## config.mk

```make
export PLATFORM = sky130hd
export DESIGN_NAME = shift_add_mul8
export DESIGN_NICKNAME = d
export VERILOG_FILES = /design/src/rtl/mul8_pkg.sv /design/src/rtl/eight_bit_adder.sv /design/src/rtl/shift_add_mul8.sv
export SDC_FILE = /design/constraint.sdc
export NUM_CORES = 1
export LEC_CHECK = 0
export CORE_UTILIZATION = 40
export CTS_CLUSTER_SIZE = 8
export DETAILED_ROUTE_END_ITERATION = 8
export HOLD_SLACK_MARGIN = 0.1
export PLACE_DENSITY = 0.7
export SYNTH_ARGS = -nofsm -noshare
export SYNTH_HDL_FRONTEND = slang
export SYNTH_SLANG_ARGS = --single-unit
```

## constraint.sdc

```tcl
create_clock -name clk -period 4.42 [get_ports clk]
set_input_delay 0.884 -clock clk [delete_from_list [all_inputs] [get_ports clk]]
set_output_delay 0.884 -clock clk [all_outputs]
set_load 0.02 [all_outputs]
```

## src/rtl/mul8_pkg.sv

```systemverilog
// mul8_pkg: shared state encoding and iteration count for the 8x8 shift-add multiplier.
package mul8_pkg;
    localparam logic [1:0] ST_IDLE = 2'd0;
    localparam logic [1:0] ST_RUN  = 2'd1;
    localparam logic [1:0] ST_DONE = 2'd2;
    localparam int MUL8_ITER = 8;
endpackage

```

## src/rtl/eight_bit_adder.sv

```systemverilog
// eight_bit_adder: 8-bit ripple-carry adder built from full-adder cells.
module eight_bit_adder (
    input  logic [7:0] a,
    input  logic [7:0] b,
    input  logic       ci,
    output logic [7:0] so,
    output logic       co
);
    logic [8:0] c;
    assign c[0] = ci;
    assign co = c[8];
    for (genvar i = 0; i < 8; i++) begin : g_fa
        assign so[i]  = a[i] ^ b[i] ^ c[i];
        assign c[i+1] = (a[i] & b[i]) | (c[i] & (a[i] ^ b[i]));
    end
endmodule

```

## src/rtl/shift_add_mul8.sv

```systemverilog
// shift_add_mul8: iterative 8x8 unsigned multiplier, one add-and-shift step per clock
// through a single eight_bit_adder, with start/busy/done handshake.
module shift_add_mul8
    import mul8_pkg::*;
(
    input  logic        clk,
    input  logic        rst,
    input  logic        start,
    input  logic [7:0]  a,
    input  logic [7:0]  b,
    output logic        busy,
    output logic        done,
    output logic [15:0] product
);
    logic [1:0] state;
    logic [7:0] m;
    logic [7:0] acc;
    logic [7:0] q;
    logic [3:0] cnt;
    logic [7:0] s;
    logic       c;
    logic       accept;
    logic [15:0] step;

    eight_bit_adder u_add (
        .a  (acc),
        .b  (q[0] ? m : 8'h00),
        .ci (1'b0),
        .so (s),
        .co (c)
    );

    // carry becomes the new acc msb, so the 17-bit sum shifted right never loses a bit
    assign step   = {c, s, q[7:1]};
    assign accept = start && state != ST_RUN;
    assign busy   = state == ST_RUN;
    assign done   = state == ST_DONE;

    always_ff @(posedge clk) begin
        if (rst) begin
            state   <= ST_IDLE;
            m       <= '0;
            acc     <= '0;
            q       <= '0;
            cnt     <= '0;
            product <= '0;
        end else if (accept) begin
            state <= ST_RUN;
            m     <= a;
            q     <= b;
            acc   <= '0;
            cnt   <= '0;
        end else if (state == ST_RUN) begin
            {acc, q} <= step;
            cnt      <= cnt + 4'd1;
            if (cnt == 4'(MUL8_ITER - 1)) begin
                state   <= ST_DONE;
                product <= step;
            end
        end else begin
            state <= ST_IDLE;
        end
    end
endmodule
```

==> flow_summary_export.csv <==
group,metric,value,unit
timing,rsz0062_at_grt,"false",
timing,hold_viol_final,0,
logic_synthesis,syn-instance-count,189,
placed_design,place_ws,0.798,ns
drt,drtAntennaViolNets,0,
logic_synthesis,synth_top_area_share,48.9,%
critical_path,critical-path-slowest-cell,"fa_1",
drt,drt_iter0_markers,50,
clocking,clk_path_buf_depth,2,
timing,tightest_slew,0.703,ns
drt,dr.pass1.iters,6,
floorplanning,num_rows,24,
timing,max_freq,276,MHz
clocking,post_cts_resized,0,
outcome,status,"finished with violations",
logic_synthesis,netlist_area,1880,um^2
logic_synthesis,avgSynthCellArea,9.96,um^2
logic_synthesis,yosysMostFrequentCell,"dfxtp_1",
logic_synthesis,synth-simple-area-share,12.0,%
timing,fin_skew,0.00493,ns
final_layout,layout.nets,250,
logic_synthesis,synth_top_family_by_area,"compound AO/OA/AOI/OAI gates",
timing,slew-limit-headroom,53.1,%
critical_path,critPathArrivalTime,3.85,ns
logic_synthesis,yosys-top-cells-count,"dfxtp_1 (46), a21oi_1 (15), nand2_1 (15)",
global_routing,grt_antenna_before_repair,0,
logic_synthesis,ys_ff_latch,46,
timing,slew_viol_final,0,
critical_path,crit_path_end_kind,"flop",
final_layout,antenna_cells,0,
logic_synthesis,synth_edf_count,0,
power,p_leak,0.892,nW
final_layout,drive_gt1_share,5.41,%
critical_path,critPathLaunchType,"flop",
logic_synthesis,synthFlopType,"dfxtp_1",
floorplanning,core_area,4440,um^2
power,cellPowerDensity,320,nW/um^2
placed_design,hpwlAfterDp,2.53,mm
drt,routed_via_density,5.08,
logic_synthesis,synth_mux_area_share,4.26,%
logic_synthesis,yosys_warnings,0,
placed_design,place_congestion,0.835,
global_routing,grt_max_degree,37,
critical_path,worst_path_most_repeated_cell,"fa_1",
drt,wl_per_cell,13.4,um
final_layout,utilization,52.6,%
timing,fin_crit_sh,82.0,%
critical_path,crit_buf_inv,3,
critical_path,crit_family,"adder cells",
timing,setup_slack,0.796,ns
logic_synthesis,synth_top_area_cell,"dfxtp_1",
logic_synthesis,synthAdderAreaFrac,8.78,%
global_routing,grt_pass1_wl,6.51,mm
drt,vias,1393,
critical_path,critPathKind,"flop to flop",
critical_path,path_cells,"and2_1 -> ha_1 -> inv_1 -> fa_1 -> inv_1 -> fa_1 -> fa_1 -> fa_1 -> fa_1 -> fa_1 -> inv_1 -> fa_1 -> a211oi_1",
final_layout,areaGrowthSynthToFinish,24.3,%
clocking,postCtsSetupRepairBufs,0,
drt,drt-total-wl,3.68,mm
logic_synthesis,async_flop_share,0,%
outcome,violations,"design-rule violations",
logic_synthesis,yosysUniqueCellTypes,28,
timing,setup_viol_count_final,0,
clocking,clock_latency,0.30,ns
timing,fin_crit,3.62,ns
logic_synthesis,synth-compound-area-share,19.3,%
worst_hold_path,hp-class,"flop to flop",
logic_synthesis,yosys-top-cells-area,"dfxtp_1 (49%), fa_1 (7.4%), a22o_1 (6.1%)",
global_routing,grt_pass1_vias,1384,
floorplanning,dieWidth,70.6,um
logic_synthesis,yosys.area_share.xor_xnor,0.931,%
timing,setup_tns,0,ns
clocking,clkTransAtPathRegs,0.08,ns
critical_path,crit_required,4.64,ns
global_routing,grt_overflow,0,
floorplanning,die_y,70.6,um
clocking,cts_tree,"yes",
placed_design,numPortBuffers,36,
clocking,hold_buffers,0,
clocking,cts-root-buf,"clkbuf_8",
floorplanning,start_util,42.3,%
global_routing,grt_usage,16.9,%
job,maxCapViolCount,0,
clocking,clkSinkCount,46,
floorplanning,dieArea,4980,um^2
critical_path,critPathMaxFanout,9,
logic_synthesis,synth_nets,217,
logic_synthesis,ys_seq_area_share,48.9,%
drt,drc_errors,6,
clocking,h-tree-depth,2,
clocking,cts_buffers,5,
critical_path,critical-path-max-stage-delay,0.42,ns
power,vdd_ir_drop_max,186,uV
floorplanning,boundaryPins,37,
## flip-flops by register name, indices dropped and copies added, names as in the netlist
register / flops
acc: 8
cnt: 4
m: 8
product: 16
q: 8
state: 2
## final cells by class
type	instances	area (um^2)
timing repair buffer	39	383
clock inverter	2	10.0
clock buffer	5	68.8
tap	52	65.1
multi-input combinational	121	852
fill	428	2110
sequential	46	921
inverter	9	38.8
## routing by layer
layer	up-vias	GRT usage [%]	part of all wire, %
met3	8	4.13	4.6
met4	0	9.78	2.4
met2	27	25.2	45
met1	642	22.6	48
met5	-	0	0
li1	716	-	-
## report_power, final
| part | internal [W] | switching (W) |
|---|---|---|
| registers | 0.000428 | 0.00000991 |
| logic | 0.0000343 | 0.0000373 |
| clock network | 0.000106 | 0.000132 |
## cells by family after synthesis
kind of cell,count (synthesis)
xor gates and xnor gates,2
DFF,46
adders and majority gates,9
buffers and inverters,22
and+or+nand+nor,48
muxes,8
AOI/OAI and AO/OA,54
## path summary, 6_finish.rpt
check / startpoint / end / slack (ns) / cells past startpoint
worst max register to register: q[0] / acc[6] / 0.80 / 13
worst min register to register: acc[1] / acc[1] / 0.47 / 2
worst min-delay path: acc[1] / acc[1] / 0.47 / 2
worst max-delay path: q[0] / acc[6] / 0.80 / 13
## metrics by stage
step	power, W	instances	hold WS (ns)	area (um^2)
final	0.000748	274	0.474	2340
after floorplan	0.000491	189	0.436	1880
after global placement	0.000520	267	0.444	2260
after global routing	0.000790	274	0.496	2340
after CTS	0.000761	274	0.473	2340
after detailed placement	0.000520	267	0.454	2260
## placed cells by master, fill, tap and decap left out, types with 5 or more instances in the layout
master	count
o21ai_0	10
clkdlybuf4s50_1	36
nand3_1	9
mux2i_1	8
nor2_1	13
fa_1	7
a22o_1	13
dfxtp_1	46
a21oi_1	15
nand2_1	15
clkbuf_8	5
and2_1	6
a211oi_1	11
inv_1	8
## tightest hold or removal path, delay by kind of cell (launching register included)
family | cells | cell delay [ns]
flip-flops | 1 | 0.32
AO/OA/AOI/OAI | 1 | 0.05
AND/OR/NAND/NOR | 1 | 0.05
Note: power is estimated with default switching activity, not from simulation.
